--- src/rtl/alu_op_sequencer_if.sv ---
// alu_op_sequencer_if: decode request / result bundle for the EX-front-end ALU-control stage.
//   slave  modport: the sequencer (consumes the request, drives status and result)
//   master modport: the upstream control stage / hazard unit side
// Signals:
//   in_valid, alu_op[1:0], funct[5:0], flush : request side (master -> slave)
//   in_ready, out_valid, alu_ctrl[3:0], multicycle, busy, illegal : status/result (slave -> master)
interface alu_op_sequencer_if;
  logic       in_valid;
  logic       in_ready;
  logic [1:0] alu_op;
  logic [5:0] funct;
  logic       flush;
  logic       out_valid;
  logic [3:0] alu_ctrl;
  logic       multicycle;
  logic       busy;
  logic       illegal;

  modport slave (
    input  in_valid, alu_op, funct, flush,
    output in_ready, out_valid, alu_ctrl, multicycle, busy, illegal
  );

  modport master (
    output in_valid, alu_op, funct, flush,
    input  in_ready, out_valid, alu_ctrl, multicycle, busy, illegal
  );
endinterface

--- src/rtl/alu_op_sequencer.sv ---
// alu_op_sequencer: registered ALU-control decode with multi-cycle (mul/div) latency tracking.
// Ports:
//   i_clk    : clock, all state updates on the rising edge
//   i_reset  : synchronous active-high reset (priority over flush)
//   bus      : alu_op_sequencer_if.slave (request handshake, flush, result and status)
// Parameters:
//   MUL_CYCLES / DIV_CYCLES : accept-to-out_valid latency of mul / div (>= 2)
//   CNT_W                   : latency counter width, 2^CNT_W-1 >= max latency
// Build option:
//   ALU_SEQ_ILLEGAL_TRAP_EN : when defined, undefined R-type funct sets the illegal flag;
//                             otherwise illegal is tied 0 and such funct decodes to 0000 silently.
module alu_op_sequencer #(
  parameter int unsigned MUL_CYCLES = 3,
  parameter int unsigned DIV_CYCLES = 8,
  parameter int unsigned CNT_W      = 4
) (
  input  logic                  i_clk,
  input  logic                  i_reset,
  alu_op_sequencer_if.slave     bus
);

  localparam logic [0:0] ST_IDLE  = 1'b0;
  localparam logic [0:0] ST_MULTI = 1'b1;

  localparam logic [CNT_W-1:0] MUL_LOAD = CNT_W'(MUL_CYCLES - 1);
  localparam logic [CNT_W-1:0] DIV_LOAD = CNT_W'(DIV_CYCLES - 1);

  logic [0:0]       r_state;
  logic [CNT_W-1:0] r_cnt;
  logic [3:0]       r_ctrl;
  logic             r_out_valid;
  logic             r_multi;
  logic             r_illegal;

  logic [3:0]       w_ctrl;
  logic             w_multi;
  logic             w_undef;
  logic [CNT_W-1:0] w_load;
  logic             w_busy;
  logic             w_accept;
  logic             w_illegal_set;

  // Combinational decode of the presented request.
  always_comb begin
    w_ctrl  = 4'b0000;
    w_multi = 1'b0;
    w_undef = 1'b0;
    w_load  = '0;
    unique case (bus.alu_op)
      2'b00: w_ctrl = 4'b0010;
      2'b01: w_ctrl = 4'b0110;
      2'b11: w_ctrl = 4'b0000;
      default: begin
        case (bus.funct)
          6'b100100: w_ctrl = 4'b0000;
          6'b100101: w_ctrl = 4'b0001;
          6'b100000: w_ctrl = 4'b0010;
          6'b100010: w_ctrl = 4'b0110;
          6'b100111: w_ctrl = 4'b1100;
          6'b100110: w_ctrl = 4'b0100;
          6'b101010: w_ctrl = 4'b0111;
          6'b000000: w_ctrl = 4'b1000;
          6'b000010: w_ctrl = 4'b1001;
          6'b000011: w_ctrl = 4'b1010;
          6'b011000: begin
            w_ctrl  = 4'b0101;
            w_multi = 1'b1;
            w_load  = MUL_LOAD;
          end
          6'b011010: begin
            w_ctrl  = 4'b1011;
            w_multi = 1'b1;
            w_load  = DIV_LOAD;
          end
          default: w_undef = 1'b1;
        endcase
      end
    endcase
  end

`ifdef ALU_SEQ_ILLEGAL_TRAP_EN
  assign w_illegal_set = w_undef;
`else
  // Undefined funct is an ordinary single-cycle 0000 op; flag never raised.
  logic w_unused_undef;
  assign w_unused_undef = w_undef;
  assign w_illegal_set  = 1'b0;
`endif

  assign w_busy   = (r_state == ST_MULTI);
  assign w_accept = bus.in_valid && !w_busy && !bus.flush;

  always_ff @(posedge i_clk) begin
    if (i_reset) begin
      r_state     <= ST_IDLE;
      r_cnt       <= '0;
      r_ctrl      <= 4'b0000;
      r_out_valid <= 1'b0;
      r_multi     <= 1'b0;
      r_illegal   <= 1'b0;
    end else if (bus.flush) begin
      // Kill in-flight op and drop any simultaneous request; alu_ctrl keeps its last value.
      r_state     <= ST_IDLE;
      r_cnt       <= '0;
      r_out_valid <= 1'b0;
      r_multi     <= 1'b0;
      r_illegal   <= 1'b0;
    end else begin
      r_out_valid <= 1'b0;
      if (w_accept) begin
        r_ctrl    <= w_ctrl;
        r_multi   <= w_multi;
        r_illegal <= w_illegal_set;
        if (w_multi) begin
          r_state <= ST_MULTI;
          r_cnt   <= w_load;
        end else begin
          r_out_valid <= 1'b1;
        end
      end else if (r_state == ST_MULTI) begin
        // Counter at 1 means this edge enters the final (result) cycle.
        if (r_cnt == CNT_W'(1)) begin
          r_state     <= ST_IDLE;
          r_cnt       <= '0;
          r_out_valid <= 1'b1;
        end else begin
          r_cnt <= r_cnt - CNT_W'(1);
        end
      end
    end
  end

  assign bus.in_ready   = !w_busy;
  assign bus.busy       = w_busy;
  assign bus.out_valid  = r_out_valid;
  assign bus.alu_ctrl   = r_ctrl;
  assign bus.multicycle = r_multi;
  assign bus.illegal    = r_illegal;

endmodule

--- src/flat_wrapper.sv ---
// flat-port wrapper written by rule: the top's interface ports become plain ports
module alu_op_sequencer_flat 
#(
  parameter int unsigned MUL_CYCLES = 3,
  parameter int unsigned DIV_CYCLES = 8,
  parameter int unsigned CNT_W      = 4
)
  (i_clk, i_reset, bus_in_valid, bus_alu_op, bus_funct, bus_flush, bus_in_ready, bus_out_valid, bus_alu_ctrl, bus_multicycle, bus_busy, bus_illegal);
  alu_op_sequencer_if bus_i ();
  input  logic i_clk;
  input  logic i_reset;
  input wire logic [$bits(bus_i.in_valid)-1:0] bus_in_valid;
  input wire logic [$bits(bus_i.alu_op)-1:0] bus_alu_op;
  input wire logic [$bits(bus_i.funct)-1:0] bus_funct;
  input wire logic [$bits(bus_i.flush)-1:0] bus_flush;
  output wire logic [$bits(bus_i.in_ready)-1:0] bus_in_ready;
  output wire logic [$bits(bus_i.out_valid)-1:0] bus_out_valid;
  output wire logic [$bits(bus_i.alu_ctrl)-1:0] bus_alu_ctrl;
  output wire logic [$bits(bus_i.multicycle)-1:0] bus_multicycle;
  output wire logic [$bits(bus_i.busy)-1:0] bus_busy;
  output wire logic [$bits(bus_i.illegal)-1:0] bus_illegal;
  assign bus_i.in_valid = bus_in_valid;
  assign bus_i.alu_op = bus_alu_op;
  assign bus_i.funct = bus_funct;
  assign bus_i.flush = bus_flush;
  assign bus_in_ready = bus_i.in_ready;
  assign bus_out_valid = bus_i.out_valid;
  assign bus_alu_ctrl = bus_i.alu_ctrl;
  assign bus_multicycle = bus_i.multicycle;
  assign bus_busy = bus_i.busy;
  assign bus_illegal = bus_i.illegal;
  alu_op_sequencer #(.MUL_CYCLES(MUL_CYCLES), .DIV_CYCLES(DIV_CYCLES), .CNT_W(CNT_W)) u_core (.i_clk(i_clk), .i_reset(i_reset), .bus(bus_i));
endmodule
--- config.mk ---
export PLATFORM = sky130hd
export DESIGN_NAME = alu_op_sequencer_flat
export DESIGN_NICKNAME = d
export VERILOG_FILES = /design/src/rtl/alu_op_sequencer_if.sv /design/src/rtl/alu_op_sequencer.sv /design/src/flat_wrapper.sv
export SDC_FILE = /design/constraint.sdc
export NUM_CORES = 1
export LEC_CHECK = 0
export CAP_MARGIN = 20
export CORE_MARGIN = 5
export CORE_UTILIZATION = 46
export DETAILED_ROUTE_END_ITERATION = 8
export PLACE_DENSITY = 0.77
export REMOVE_ABC_BUFFERS = 1
export SYNTH_ARGS = -nofsm -noshare
export SYNTH_HDL_FRONTEND = slang
export SYNTH_SLANG_ARGS = --single-unit
export TNS_END_PERCENT = 1
--- constraint.sdc ---
create_clock -name i_clk -period 1.85 [get_ports i_clk]
set_input_delay 0.37 -clock i_clk [delete_from_list [all_inputs] [get_ports i_clk]]
set_output_delay 0.37 -clock i_clk [all_outputs]
set_load 0.01 [all_outputs]
==> results_dict.tcl, run 1 <==
set metrics [dict create \
    hp-class "flop to flop" \
    cells_along_the_critical_path "inv_1 -> clkdlybuf4s50_1" \
    critPathArrivalTime_ns 1.34 \
    synth_warnings 0 \
    worstPathBufferInverterCount 2 \
    chipHeight_um 50.6 \
    grt_antenna_before_repair 0 \
    worst_path_max_delay_cell "sky130_fd_sc_hd__clkdlybuf4s50_1" \
    r2r_end "u_core.r_cnt[3]" \
    critical-path-top-delay-family "buffers and inverters" \
    dieArea_um2 2560 \
    initial_utilization_pct 49.3 \
    pin_count_of_the_biggest_net_entering_global_routing 14 \
    crit_type "flop to primary output" \
    worst_ep_required_time_ns 1.48 \
    clock_tree.buffer_depth 2 \
    holdWs_ns 0.483 \
    die_width_um 50.6 \
    share_comb_of_total_power_pct 25.8 \
    final_min_period_over_clock_period_pct 92.5 \
    power_frac_clock_pct 29.1 \
    antenna_cells 0 \
    p_int_mw 0.406 \
    drcViolationCount 0 \
    pre_cts_ws_ns -0.0981 \
    finalNetCount 139 \
    rd_place_congestion 0.816 \
    dp.final_hpwl_mm 1.46 \
    area_growth_syn_to_fin_pct 40.9 \
    routedWlPerCell_um 13.3 \
    drtAntennaViolNets 0 \
    number_of_hold_buffers_added_after_cts 0 \
    clock_buffers_created_by_tritoncts 3 \
    grt.overflow.total 0 \
    synth.yosys.seq_area_share_pct 29.0 \
    crit_fanout 7 \
    rsz0062_at_grt "false" \
    timing.final.hold_violations 0 \
    dr.pass1.iters 4 \
    routed_via_density 5.71 \
    achievable-frequency_mhz 584 \
    worstRegToRegCells 3 \
    yosys_register_bits 11 \
    drive_above_1_share_pct 18.5 \
    wire_length_of_the_first_global_routing_pass_mm 3.15 \
    clk_latency_ns 0.27 \
    tritoncts_num_sinks 11 \
    core.rowCount 14 \
    layout_setup_ws_ns 0.139 \
    core-area_um2 1540 \
    cts-htree-levels 1 \
    cpPeakStageDelay_ns 0.49 \
    irDropWorstVdd_v 0.000472 \
    filler_cell_count 135 \
    clock_tree_from_tritoncts "built" \
    multi_input_gate_area_um2 485 \
    vias 800 \
    setup.worst_path.start_class "flop" \
    regArea_um2 220 \
    postSynthAreaPerCell_um2 8.17 \
    end_kind "primary output" \
    grt_usage_pct 15.5 \
    p_sw_mw 0.149 \
    final_period_minus_worst_setup_slack_ns 1.71 \
    clock-root-buffer "sky130_fd_sc_hd__clkbuf_4" \
    hold_path_end "u_core.bus.alu_ctrl[3]" \
    slew_viol_final 0 \
    seq_power_share_pct 45.1 \
    worst_setup_hold_path_clk_slew_ns 0.07 \
    power.static_leakage_nw 0.378 \
    outcome "finished clean" \
    switching_share_pct 26.8 \
    min_from "u_core.bus.alu_ctrl[3]" \
    numPortBuffers 19 \
    r2r_start "u_core.r_cnt[0]" \
    detailedRoute.firstIterationViolations 21 \
    post_synth_num_cell_types 40 \
    vias_in_the_first_global_route 725 \
    total_power_after_layout_mw 0.555 \
    register_to_register_path_setup_slack_ns 0.46 \
    floorplan.io_pins 21 \
    finalWirelength_mm 1.86 \
    syn-cell-area_um2 759 \
    timing.max_cap.violations 0 \
    postSynthCellCount 93 \
    worst_clock_skew_ns 0.00428 \
    holdPathStages 2 \
    timing.final.setup_violations 0 \
    power.density_cell_area_nw_per_um2 519 \
]
## how the worst max path moves through the flow
| stage | startpoint | to | slack [ns] | cells after the start |
|---|---|---|---|---|
| floorplan | u_core.bus.busy | u_core.r_cnt[1] | 0.23 | 3 |
| finish | u_core.bus.busy | bus_in_ready | 0.14 | 2 |
| global placement | bus_funct[5] | u_core.r_cnt[1] | -0.08 | 5 |
| detailed placement | bus_funct[5] | u_core.bus.alu_ctrl[1] | -0.1 | 5 |
| global route | u_core.bus.busy | bus_in_ready | 0.06 | 2 |
| CTS | u_core.bus.busy | bus_in_ready | 0.14 | 2 |
## cell type report
| cell class | count | share of cell area (%) |
|---|---|---|
| multi-input combinational | 70 | 45.4 |
| clock buffer | 4 | 2.46 |
| timing repair buffer | 33 | 27.6 |
| tap | 16 | 1.87 |
| sequential | 11 | 20.6 |
| inverter | 6 | 2.11 |
## power by group through the flow
stage          sequential, mW  clock, mW  combinational (mW)
2_1_floorplan           0.257          0              0.0550
3_3_place_gp            0.255          0               0.140
3_5_place_dp            0.256          0               0.142
4_1_cts                 0.250      0.167               0.142
5_1_grt                 0.251      0.178               0.157
6_report                0.250      0.162               0.143
## worst min-delay path, delay by kind of cell (launching register included)
family                 cells  cell delay, ns
AO/OA/AOI/OAI              1            0.08
buffers and inverters      1            0.05
flip-flops                 1            0.31
## layer usage
layer	track usage (%)	wire (um)	vias up
met1	21.8	920	360
met2	22.3	790	29
met3	5.62	131	4
met4	3.83	21	0
met5	0	0	-
li1	-	-	407
## registers in the layout (all words and copies together), names as in the netlist
register	cells
u_core.bus.out_valid	1
u_core.bus.alu_ctrl	4
u_core.bus.multicycle	1
u_core.r_cnt	4
u_core.bus.busy	1
## cell usage after synthesis, drive strengths merged
cell | n | area share, %
or4 | 1 | 0.99
nand3 | 2 | 1.3
nand2 | 8 | 4.3
nand4b | 2 | 2.3
a31oi | 2 | 1.6
o32ai | 3 | 3.5
a311oi | 2 | 2.3
a32oi | 1 | 1.2
ha | 2 | 3.3
a41oi | 1 | 1.2
mux2 | 1 | 1.5
nor3b | 4 | 4.6
o21ai | 3 | 2.0
o31ai | 2 | 2.0
o21a | 1 | 0.99
nand2b | 2 | 1.6
and2 | 1 | 0.82
or3 | 3 | 3.1
a21oi | 3 | 2.0
or2 | 1 | 0.82
o31a | 1 | 1.2
nand4 | 2 | 1.6
buf | 5 | 4.4
nor4b | 1 | 1.2
conb | 1 | 0.49
o32a | 2 | 2.6
nor3 | 3 | 2.0
clkbuf | 1 | 0.49
nor2b | 5 | 4.1
nor2 | 8 | 4.0
o41ai | 1 | 3.6
inv | 6 | 3.0
nand3b | 1 | 0.99
dfxtp | 11 | 29
## cells by family (layout without fill, tap and decap cells)
logic type	after synthesis	after routing	synth area share [%]
compound gates	22	22	24.1
buf+inv	12	43	7.91
other cells	1	1	0.494
flops	11	11	29.0
fa+ha+maj	2	2	3.29
simple gates	44	44	33.8
mux	1	1	1.48
## cells in the final DEF, fill, tap and decap left out, types with 2 or more instances in the layout
master,synthesis,final
sky130_fd_sc_hd__nand4_1,2,2
sky130_fd_sc_hd__clkdlybuf4s50_1,0,19
sky130_fd_sc_hd__a21oi_1,3,3
sky130_fd_sc_hd__nand2_1,7,7
sky130_fd_sc_hd__dfxtp_1,11,11
sky130_fd_sc_hd__nand4b_1,2,2
sky130_fd_sc_hd__nand3_1,2,2
sky130_fd_sc_hd__o21ai_0,2,2
sky130_fd_sc_hd__or3_1,2,2
sky130_fd_sc_hd__o32ai_1,3,3
sky130_fd_sc_hd__inv_1,6,6
sky130_fd_sc_hd__o31ai_1,2,2
sky130_fd_sc_hd__a31oi_1,2,2
sky130_fd_sc_hd__a311oi_1,2,2
sky130_fd_sc_hd__nor2b_1,5,5
sky130_fd_sc_hd__buf_4,1,14
sky130_fd_sc_hd__o32a_1,2,2
sky130_fd_sc_hd__nor2_1,8,8
sky130_fd_sc_hd__ha_1,2,2
sky130_fd_sc_hd__nand2b_1,2,2
sky130_fd_sc_hd__nor3_1,3,3
sky130_fd_sc_hd__clkbuf_4,0,3
sky130_fd_sc_hd__nor3b_1,3,3
## what timing repair did
action                                  in CTS  in global routing
endpoints found under the setup margin       0                  1
gates resized for setup                      0                  1
setup buffers                                0                  0
## per-stage QoR
step / cells / instance area, um^2 / util (%) / setup TNS [ns]
2_1_floorplan: 87 / 722 / - / 0
3_3_place_gp: 136 / 1040 / 67.3 / -0.224
3_5_place_dp: 136 / 1040 / 67.3 / -0.292
4_1_cts: 140 / 1060 / 69.0 / 0
5_1_grt: 140 / 1070 / 69.4 / 0
6_report: 140 / 1070 / 69.4 / 0
Note: power is estimated with default switching activity, not from simulation.
==> run 2, diff against run 1 <==
==> constraint.sdc (replaced) <==
create_clock -name i_clk -period 1.85 [get_ports i_clk]
set_input_delay 0.555 -clock i_clk [delete_from_list [all_inputs] [get_ports i_clk]]
set_output_delay 0.555 -clock i_clk [all_outputs]
set_load 0.01 [all_outputs]
==> results_dict.tcl, run 2 (synthesis gave the netlist of run 1 again) <==
set metrics [dict create \
    outcome "finished clean" \
    critical-path-top-delay-family "buffers and inverters" \
    grt_usage_pct 17.3 \
    grt_antenna_before_repair 0 \
    grt.overflow.total 0 \
    min_from "u_core.bus.alu_ctrl[3]" \
    timing.max_cap.violations 0 \
    irDropWorstVdd_v 0.000520 \
    timing.final.hold_violations 0 \
    utilization_pct 75.6 \
    clock_tree_from_tritoncts "built" \
    p_sw_mw 0.154 \
    power_frac_clock_pct 28.0 \
    clock-root-buffer "sky130_fd_sc_hd__clkbuf_4" \
    rsz0062_at_grt "true" \
    drtAntennaViolNets 0 \
    worstRegToRegCells 5 \
    crit_fanout 7 \
    clock_tree.buffer_depth 2 \
    crit_type "flop to primary output" \
    core.rowCount 14 \
    critPathArrivalTime_ns 1.22 \
    chipHeight_um 50.6 \
    core-area_um2 1540 \
    setup.worst_path.start_class "flop" \
    die_width_um 50.6 \
    seq_power_share_pct 43.9 \
    routed_via_density 5.62 \
    p_int_mw 0.417 \
    achievable-frequency_mhz 564 \
    antenna_cells 0 \
    pin_count_of_the_biggest_net_entering_global_routing 14 \
    wire_length_of_the_first_global_routing_pass_mm 3.54 \
    routedWlPerCell_um 14.3 \
    r2r_end "u_core.r_cnt[0]" \
    end_kind "primary output" \
    clk_latency_ns 0.27 \
    final_min_period_over_clock_period_pct 95.9 \
    tritoncts_num_sinks 11 \
    finalWirelength_mm 2.13 \
    power.static_leakage_nw 0.469 \
    switching_share_pct 27.0 \
    worst_clock_skew_ns 0.00319 \
    hp-class "flop to flop" \
    area_growth_syn_to_fin_pct 53.4 \
    worst_ep_required_time_ns 1.29 \
    dr.pass1.iters 4 \
    rd_place_congestion 0.752 \
    finalNetCount 148 \
    drcViolationCount 0 \
    share_comb_of_total_power_pct 28.1 \
    cells_along_the_critical_path "clkdlybuf4s50_1" \
    worstPathBufferInverterCount 1 \
    final_cell_mix "23 x sky130_fd_sc_hd__buf_4, 14 x sky130_fd_sc_hd__clkdlybuf4s50_1, 10 x sky130_fd_sc_hd__dfxtp_1, 8 x sky130_fd_sc_hd__nor2_1, 7 x sky130_fd_sc_hd__nand2_1" \
    vias_in_the_first_global_route 796 \
    initial_utilization_pct 49.3 \
    timing.final.setup_violations 0 \
    cpPeakStageDelay_ns 0.56 \
    dieArea_um2 2560 \
    detailedRoute.firstIterationViolations 13 \
    mostFrequentLayoutCell "sky130_fd_sc_hd__buf_4" \
    vias 838 \
    numPortBuffers 19 \
    r2r_start "u_core.r_cnt[1]" \
    floorplan.io_pins 21 \
    finish.cell_count_without_fillers 149 \
    slew_viol_final 0 \
    dp_cells 142 \
    worst_setup_hold_path_clk_slew_ns 0.06 \
    cts-htree-levels 1 \
    dp.final_hpwl_mm 1.63 \
    holdPathStages 2 \
    power.density_cell_area_nw_per_um2 491 \
    register_to_register_path_setup_slack_ns 0.42 \
    worst_path_max_delay_cell "sky130_fd_sc_hd__clkdlybuf4s50_1" \
    hold_path_end "u_core.bus.alu_ctrl[3]" \
    clock_buffers_created_by_tritoncts 3 \
    final_period_minus_worst_setup_slack_ns 1.77 \
    drive_above_1_share_pct 25.6 \
]
-- run 2: through the flow --
stage / total power [mW] / worst slack [ns] / hold slack (ns) / cell area, um^2 / TNS (ns)
2_1_floorplan: 0.312 / 0.0899 / 0.452 / 722 / 0
3_3_place_gp: 0.404 / -0.252 / 0.467 / 1080 / -1.76
3_5_place_dp: 0.407 / -0.285 / 0.472 / 1080 / -2.04
4_1_cts: 0.568 / -0.00920 / 0.488 / 1110 / -0.00920
5_1_grt: 0.608 / -0.0169 / 0.527 / 1160 / -0.0169
6_report: 0.571 / 0.0759 / 0.482 / 1160 / 0
-- run 2: per-layer routing --
layer | wire length, um | GRT usage, %
met5 | 0 | 0
met4 | 21 | 4.68
met3 | 142 | 6.80
met2 | 935 | 26.2
met1 | 1030 | 22.7
-- run 2: area by class of cell --
class	count	area, um^2
Multi-Input combinational cell	70	499
Inverter	6	22.5
Sequential cell	11	221
Clock buffer	4	26.3
Tap cell	16	20.0
Fill cell	116	377
Timing Repair Buffer	42	375
-- run 2: power by group through the flow --
stage	Clock (mW)	Combinational, mW	Sequential [mW]
after detailed placement	0	0.152	0.256
after floorplan	0	0.0550	0.257
after global routing	0.182	0.174	0.252
final	0.160	0.161	0.251
after global placement	0	0.149	0.255
after CTS	0.165	0.152	0.250
-- run 2: worst max-delay path by stage --
| stage | cells after the start | startpoint | slack (ns) | endpoint |
|---|---|---|---|---|
| 2_1_floorplan | 3 | bus_in_valid | 0.09 | u_core.r_cnt[1] |
| 3_3_place_gp | 5 | bus_funct[0] | -0.25 | u_core.r_cnt[1] |
| 3_5_place_dp | 5 | bus_funct[0] | -0.29 | u_core.r_cnt[1] |
| 4_1_cts | 5 | bus_funct[0] | -0.009 | u_core.r_cnt[1] |
| 5_1_grt | 7 | bus_funct[4] | -0.02 | u_core.r_cnt[0] |
| 6_report | 1 | u_core.bus.busy | 0.08 | bus_busy |
-- run 2: repair_timing --
action / CTS / global route
gates resized for setup: 1 / 8
setup buffers: 0 / 3
pin swaps: 0 / 4
endpoints found under the setup margin: 3 / 6
hold buffers: 0 / 0
